==> src/rtl/rl_pair_feeder.sv <==
// rl_pair_feeder
//   Pair-generation front end for the range-limited LJ force tile. Walks every
//   (reference i, neighbor j) combination of a home cell against a neighbor
//   cell, reads both particle words from 1-cycle-latency memories and streams
//   the pairs out through a 2-entry buffer with a valid/ready handshake.
//
// Ports
//   clock, resetn            clock and synchronous active-low reset
//   start                    one-cycle pulse, accepted only in IDLE
//   home_num, neighbor_num   particle counts, latched at the accepted start
//   same_cell                neighbor cell is the home cell, latched at start
//   home_rd_addr/_data       home memory read port (data one cycle after addr)
//   neighbor_rd_addr/_data   neighbor memory read port
//   reference, neighbor      packed {w,z,y,x} words of the presented pair
//   ref_id, neighbor_id      i and j of the presented pair
//   ovalid, iready           output handshake
//   busy, done               pass in progress / one-cycle completion pulse
//
// Build option
//   RL_PAIR_FEEDER_SKIP_SELF_EN  when defined, i==j pairs are never issued for
//                                a pass started with same_cell=1.
//
// state | meaning
// ------+-------------------------------------------------------------
// IDLE  | waiting for start
// RUN   | issuing one memory read per free buffer slot
// DRAIN | all reads issued; waiting for buffer and read pipe to empty
// DONE  | one-cycle done pulse

module rl_pair_feeder #(
  parameter int DATA_WIDTH        = 32,
  parameter int PARTICLE_ID_WIDTH = 7
) (
  input  logic                         clock,
  input  logic                         resetn,
  input  logic                         start,
  input  logic [PARTICLE_ID_WIDTH-1:0] home_num,
  input  logic [PARTICLE_ID_WIDTH-1:0] neighbor_num,
  input  logic                         same_cell,
  output logic [PARTICLE_ID_WIDTH-1:0] home_rd_addr,
  input  logic [4*DATA_WIDTH-1:0]      home_rd_data,
  output logic [PARTICLE_ID_WIDTH-1:0] neighbor_rd_addr,
  input  logic [4*DATA_WIDTH-1:0]      neighbor_rd_data,
  output logic [4*DATA_WIDTH-1:0]      reference,
  output logic [4*DATA_WIDTH-1:0]      neighbor,
  output logic [PARTICLE_ID_WIDTH-1:0] ref_id,
  output logic [PARTICLE_ID_WIDTH-1:0] neighbor_id,
  output logic                         ovalid,
  input  logic                         iready,
  output logic                         busy,
  output logic                         done
);

  localparam int IW = PARTICLE_ID_WIDTH;
  localparam int WW = 4 * DATA_WIDTH;

  typedef enum logic [1:0] {
    S_IDLE  = 2'd0,
    S_RUN   = 2'd1,
    S_DRAIN = 2'd2,
    S_DONE  = 2'd3
  } state_t;

  state_t state_q, state_d;

  logic [IW-1:0] home_num_q, home_num_d;
  logic [IW-1:0] nbr_num_q, nbr_num_d;
  logic          skip_q, skip_d;
  logic [IW-1:0] i_q, i_d;
  logic [IW-1:0] j_q, j_d;
  logic          inflight_q, inflight_d;
  logic [IW-1:0] tag_i_q, tag_i_d;
  logic [IW-1:0] tag_j_q, tag_j_d;

  logic [WW-1:0] fifo_ref_q [2];
  logic [WW-1:0] fifo_ref_d [2];
  logic [WW-1:0] fifo_nbr_q [2];
  logic [WW-1:0] fifo_nbr_d [2];
  logic [IW-1:0] fifo_i_q   [2];
  logic [IW-1:0] fifo_i_d   [2];
  logic [IW-1:0] fifo_j_q   [2];
  logic [IW-1:0] fifo_j_d   [2];
  logic          wr_ptr_q, wr_ptr_d;
  logic          rd_ptr_q, rd_ptr_d;
  logic [1:0]    count_q, count_d;

  logic          start_acc;
  logic          skip_in;
  logic          pop;
  logic          push;
  logic          issue;
  logic [2:0]    occ;
  logic [IW:0]   first_i, first_j;
  logic          first_valid;
  logic [IW:0]   adv_i, adv_j;
  logic          adv_valid;

`ifdef RL_PAIR_FEEDER_SKIP_SELF_EN
  assign skip_in = same_cell;
`else
  // same_cell has no effect when self-pair skipping is not built in.
  logic unused_same_cell;
  assign unused_same_cell = same_cell;
  assign skip_in          = 1'b0;
`endif

  assign start_acc = (state_q == S_IDLE) && start;
  assign pop       = (count_q != 2'd0) && iready;
  assign push      = inflight_q;

  // Slots already committed (buffered + returning) minus the one leaving now;
  // keeping this below 2 guarantees the returning word always has room.
  assign occ   = {1'b0, count_q} + {2'b00, inflight_q} - {2'b00, pop};
  assign issue = (state_q == S_RUN) && (occ < 3'd2);

  // First pair of a pass, computed from the live inputs at start.
  // (0,0) is a self pair, so skipping starts the walk at j=1.
  always_comb begin
    first_i = '0;
    first_j = {{IW{1'b0}}, skip_in};
    if (first_j >= {1'b0, neighbor_num}) begin
      first_i = {{IW{1'b0}}, 1'b1};
      first_j = '0;
    end
    first_valid = (first_i < {1'b0, home_num}) && (neighbor_num != '0);
  end

  // Successor of the current pair. Self pairs are stepped over inside the
  // same cycle so skipping never costs a bubble. After a row wrap j=0 and
  // i>=1, so the wrapped pair is never a self pair.
  always_comb begin
    adv_i = {1'b0, i_q};
    adv_j = {1'b0, j_q} + {{IW{1'b0}}, 1'b1};
    if (skip_q && (adv_j == {1'b0, i_q})) begin
      adv_j = adv_j + {{IW{1'b0}}, 1'b1};
    end
    if (adv_j >= {1'b0, nbr_num_q}) begin
      adv_i = adv_i + {{IW{1'b0}}, 1'b1};
      adv_j = '0;
    end
    adv_valid = adv_i < {1'b0, home_num_q};
  end

  // FSM: state register
  always_ff @(posedge clock) begin
    if (!resetn) begin
      state_q <= S_IDLE;
    end else begin
      state_q <= state_d;
    end
  end

  // FSM: next state
  always_comb begin
    state_d = state_q;
    unique case (state_q)
      S_IDLE: begin
        if (start) begin
          state_d = first_valid ? S_RUN : S_DONE;
        end
      end
      S_RUN: begin
        if (issue && !adv_valid) begin
          state_d = S_DRAIN;
        end
      end
      S_DRAIN: begin
        if ((count_d == 2'd0) && !inflight_d) begin
          state_d = S_DONE;
        end
      end
      S_DONE:  state_d = S_IDLE;
      default: state_d = S_IDLE;
    endcase
  end

  // FSM: outputs
  always_comb begin
    busy             = (state_q == S_RUN) || (state_q == S_DRAIN);
    done             = (state_q == S_DONE);
    ovalid           = (count_q != 2'd0);
    reference        = fifo_ref_q[rd_ptr_q];
    neighbor         = fifo_nbr_q[rd_ptr_q];
    ref_id           = fifo_i_q[rd_ptr_q];
    neighbor_id      = fifo_j_q[rd_ptr_q];
    home_rd_addr     = i_q;
    neighbor_rd_addr = j_q;
  end

  // Datapath next state: pair counters, read tags and output buffer.
  always_comb begin
    home_num_d = home_num_q;
    nbr_num_d  = nbr_num_q;
    skip_d     = skip_q;
    i_d        = i_q;
    j_d        = j_q;
    tag_i_d    = tag_i_q;
    tag_j_d    = tag_j_q;
    fifo_ref_d = fifo_ref_q;
    fifo_nbr_d = fifo_nbr_q;
    fifo_i_d   = fifo_i_q;
    fifo_j_d   = fifo_j_q;
    wr_ptr_d   = wr_ptr_q;
    rd_ptr_d   = rd_ptr_q;
    inflight_d = issue;

    if (start_acc) begin
      home_num_d = home_num;
      nbr_num_d  = neighbor_num;
      skip_d     = skip_in;
      i_d        = first_i[IW-1:0];
      j_d        = first_j[IW-1:0];
    end

    if (issue) begin
      tag_i_d = i_q;
      tag_j_d = j_q;
      i_d     = adv_i[IW-1:0];
      j_d     = adv_j[IW-1:0];
    end

    if (push) begin
      fifo_ref_d[wr_ptr_q] = home_rd_data;
      fifo_nbr_d[wr_ptr_q] = neighbor_rd_data;
      fifo_i_d[wr_ptr_q]   = tag_i_q;
      fifo_j_d[wr_ptr_q]   = tag_j_q;
      wr_ptr_d             = ~wr_ptr_q;
    end

    if (pop) begin
      rd_ptr_d = ~rd_ptr_q;
    end

    count_d = count_q + {1'b0, push} - {1'b0, pop};
  end

  always_ff @(posedge clock) begin
    if (!resetn) begin
      home_num_q <= '0;
      nbr_num_q  <= '0;
      skip_q     <= 1'b0;
      i_q        <= '0;
      j_q        <= '0;
      inflight_q <= 1'b0;
      tag_i_q    <= '0;
      tag_j_q    <= '0;
      fifo_ref_q <= '{default: '0};
      fifo_nbr_q <= '{default: '0};
      fifo_i_q   <= '{default: '0};
      fifo_j_q   <= '{default: '0};
      wr_ptr_q   <= 1'b0;
      rd_ptr_q   <= 1'b0;
      count_q    <= 2'd0;
    end else begin
      home_num_q <= home_num_d;
      nbr_num_q  <= nbr_num_d;
      skip_q     <= skip_d;
      i_q        <= i_d;
      j_q        <= j_d;
      inflight_q <= inflight_d;
      tag_i_q    <= tag_i_d;
      tag_j_q    <= tag_j_d;
      fifo_ref_q <= fifo_ref_d;
      fifo_nbr_q <= fifo_nbr_d;
      fifo_i_q   <= fifo_i_d;
      fifo_j_q   <= fifo_j_d;
      wr_ptr_q   <= wr_ptr_d;
      rd_ptr_q   <= rd_ptr_d;
      count_q    <= count_d;
    end
  end

endmodule

==> config.mk <==
export PLATFORM = sky130hd
export DESIGN_NAME = rl_pair_feeder
export DESIGN_NICKNAME = d
export VERILOG_FILES = /design/src/rtl/rl_pair_feeder.sv
export SDC_FILE = /design/constraint.sdc
export NUM_CORES = 1
export LEC_CHECK = 0
export CAP_MARGIN = 20
export CORE_MARGIN = 10
export CORE_UTILIZATION = 55
export DETAILED_ROUTE_END_ITERATION = 16
export HOLD_SLACK_MARGIN = 0.12
export PLACE_DENSITY = 0.86
export SLEW_MARGIN = 20
export SYNTH_ARGS = -nofsm -noshare
export SYNTH_HDL_FRONTEND = slang
export SYNTH_SLANG_ARGS = --single-unit
==> constraint.sdc <==
create_clock -name clock -period 6.6 [get_ports clock]
set_clock_uncertainty 0.1 [all_clocks]
set_input_delay 1.32 -clock clock [delete_from_list [all_inputs] [get_ports clock]]
set_output_delay 1.32 -clock clock [all_outputs]
set_load 0.01 [all_outputs]
==> metrics.md <==
| Metric | Value |
|---|---|
| PwrDens | `a little over 300 nW/um^2` |
| Pins Over Slew Limit | `0` |
| Crit path largest cell delay | `around 0.94 ns` |
| DRC | `0` |
| Area Growth Syn to Fin | `30.2%` |
| R2R Setup Slk | `~2.6 ns` |
| Sw Ratio | `0.297` |
| Vias in the first global route | `~23000` |
| Leakage | `roughly 0.011 uW` |
| CTS tree | `done` |
| Critical path's slowest cell | `dfxtp_4` |
| Proportion of layout cells with a drive suffix above 1 | `0.115` |
| DIE AREA | `55200 sq um` |
| CP Launch Type | `flop` |
| Register area | `roughly 12000 sq um` |
| Syn Nets | `3244` |
| Total wire length | `approximately 80 mm` |
| Core area | `45600 sq um` |
| CTS Buffer Depth | `3` |
| Die width | `between 200 and 250 um` |
| Flops & latches, synth | `between 500 and 600` |
| Congestion Overflow GR | `0` |
| Post-CTS setup buffers | `0` |
| Slew HR | `0.250` |
| Required time of the worst setup path | `5.18 ns` |
| Final ANT Viol Nets | `0` |
| Clock Pin Slew Worst Setup and Hold Paths | `~0.060 ns` |
| Reg power frac | `0.407` |
| Final cycle utilization of the critical path | `0.690` |
| I/O pins | `562` |
| CTS sink cnt | `slightly below 600` |
| CP arrival | `approximately 3.1 ns` |
| Psw | `roughly 3000 uW` |
| Peak Freq | `around 220 MHz` |
| Synth unique cells | `46` |
| Clock power frac | `0.325` |
| Via density per instance | `5.57` |
| Total Power | `10300 uW` |
| Worst hold slack | `0.359 ns` |
| DR WL/cell | `between 15 and 20 um` |
| Antenna violations before repair | `22` |
| Crit-path cells | `buf_4 > mux2_2 > clkdlybuf4s50_1` |
| Largest net degree at the start of global routing | `240` |
| Status | `complete, no violations` |
| Rows | `slightly below 80` |
| Synth top area share | `0.464` |
| Final Hold Fails | `0` |
| Yosys warns | `0` |
| Port bufs | `560` |
| Post-Synthesis Cells | `just under 3000` |
| Initial Util | `0.558` |
| Post-route setup TNS | `0 ns` |
| Vias | `22400` |
| Root buf cell | `clkbuf_16` |
| GRT Total Usage | `0.270` |
| Router iterations before antenna repair | `8` |
| CP bufs+invs | `2` |
| Hold Buf Count CTS | `0` |
| Floorplan die height | `between 200 and 250 um` |
| Min-delay worst type | `flop to flop` |
| Setup-failing EPs final | `0` |
| Fill cells | `about 3200` |
| Resized cells post-CTS | `0` |
| Mean Syn Cell Area | `around 8.6 sq um` |
| Post-synth top area cell | `dfxtp_1` |
| RSZ-0062 raised after global routing | `false` |
| CTS Buf Count | `59` |
| Multi-input gate area | `between 10000 and 15000 sq um` |
| First DRT Iteration DRCs | `~1600` |
| Crit end category | `primary output` |
| Slew @ Worst Pin | `between 1 and 1.5 ns` |
| Family with the most delay on the worst path | `buffers and inverters` |
| Setup CP Type | `flop to primary output` |
| H-tree Lvls | `2` |
| Gate power share | `0.269` |
| First-pass GRT wire length | `~120 mm` |
| Post-synthesis cell area | `25400 sq um` |
| Clk Latency, worst-skew pair | `0.60 ns` |
| Internal | `7210 uW` |
| Synth top area cells | `dfxtp_1 (46%), nand2_1 (17%), a21boi_0 (17%)` |
| Worst-path fanout max | `57` |
| Maxcap violations | `0` |
| Post-synthesis sequential area ratio | `0.464` |
| Max IR drop VDD | `roughly 230 uV` |
| Post-layout net count | `between 3000 and 4000` |
| Detailed placement HPWL | `about 52 mm` |
| Final GP Congestion | `0.884` |
| Tmin final | `4.55 ns` |
-- cell usage in the layout (no fill, tap or decap), types with 7 or more instances in the layout --
cell type / netlist / final
xnor2_1: 11 / 11
clkbuf_1: 154 / 16
ha_1: 22 / 22
clkbuf_16: 0 / 61
nand3_1: 7 / 7
buf_12: 0 / 7
nand2_1: 1149 / 1148
o21ai_0: 8 / 8
a21boi_0: 570 / 570
clkinv_2: 0 / 10
diode_2: 0 / 21
inv_1: 20 / 20
buf_4: 1 / 10
clkbuf_8: 0 / 10
mux2_2: 271 / 271
clkdlybuf4s50_1: 0 / 559
dfxtp_1: 589 / 588
-- cell usage after synthesis, drive strengths merged --
cell	instances
nor2b	4
mux2	271
or4	1
o221ai	1
o211ai	2
a21boi	570
nand3	7
o21ai	8
buf	70
xor2	1
xnor2	11
nor4	2
o2111ai	1
a211o	1
nor3	2
and4b	1
nor2	5
nand3b	1
mux2i	2
a21oi	6
o21a	3
a31oi	2
clkbuf	154
or2	1
a222oi	1
fa	1
nand2b	3
nor4b	1
dfxtp	589
o31ai	6
nand4	3
a22o	6
and2	7
ha	22
and3	5
a41oi	3
a21o	1
nand2	1150
a32oi	1
inv	20
-- worst reg2reg max path, cell delays in order, from the launching register on --
cell      delay [ns]
dfxtp_1         0.62
ha_1            0.31
xor2_1          0.26
ha_1            0.31
a211o_1         0.27
a31oi_1         0.14
o21a_2          0.18
nand2_4         0.13
and3_1          0.23
nand2_1         0.12
xnor2_1         0.16
ha_1            0.28
a21oi_1         0.16
o221ai_1        0.16
o21ai_0         0.24
o31ai_2         0.13
mux2i_1         0.13
-- kinds of logic (layout without fill, tap and decap cells) --
family / Yosys count / in the layout / share of synthesized area
adders and majority gates: 23 / 23 / 0.0116
and+or+nand+nor: 1193 / 1193 / 0.181
DFF: 589 / 589 / 0.464
muxes: 273 / 273 / 0.121
AOI/OAI and AO/OA: 612 / 612 / 0.180
xor gates and xnor gates: 12 / 12 / 0.00413
other: 0 / 21 / 0
buffers and inverters: 244 / 702 / 0.0391
-- path summary, 6_finish.rpt --
path / end / start / cells after the start
max: reference[119] / rd_ptr_q / 3
min reg2reg: fifo_ref_q[187] / fifo_ref_q[187] / 2
min: fifo_ref_q[187] / fifo_ref_q[187] / 2
max reg2reg: state_q[0] / neighbor_rd_addr[0] / 16
-- through the flow --
stage / cell area [sq um] / util / worst slack [ns] / std cells
6_report: 33100 / 0.727 / 2.05 / 4025
5_1_grt: 33100 / 0.727 / 1.94 / 4022
4_1_cts: 33000 / 0.725 / 2.01 / 4003
3_5_place_dp: 31100 / 0.683 / 1.95 / 3899
3_3_place_gp: 31100 / 0.682 / 1.96 / 3898
2_1_floorplan: 25400 / - / 2.88 / 2946
-- sequential cells by signal (all words and copies together), names as in the netlist --
signal and count:
wr_ptr_q 1, nbr_num_q 7, fifo_j_q 14, tag_j_q 7, inflight_q 1, state_q 2
count_q 2, neighbor_rd_addr 7, fifo_nbr_q 256, home_rd_addr 7, tag_i_q 7, fifo_ref_q 256
fifo_i_q 14, home_num_q 7, rd_ptr_q 1
-- layout make-up --
cell class / instances / share of cell area
clock buffer: 87 / 0.0521
sequential: 589 / 0.356
tap: 600 / 0.0227
clock inverter: 17 / 0.00589
antenna: 21 / 0.00159
multi-input combinational: 2113 / 0.383
inverter: 20 / 0.00227
timing repair buffer: 578 / 0.177
-- power by group through the flow --
stage	Clock (uW)	Combinational, uW	Sequential, uW
CTS	3370	2750	4170
global route	3520	2950	4220
finish	3330	2760	4170
floorplan	0	1600	4130
detailed placement	0	2730	4250
global placement	0	2660	4210
-- routing by layer --
metal	vias to the layer above	part of all wire	global-route usage
li1	10500	-	-
met1	10800	0.38	0.301
met2	828	0.49	0.458
met3	268	0.065	0.0544
met4	4	0.068	0.182
met5	-	0.00037	0
Power figures use the tool's default switching activity.
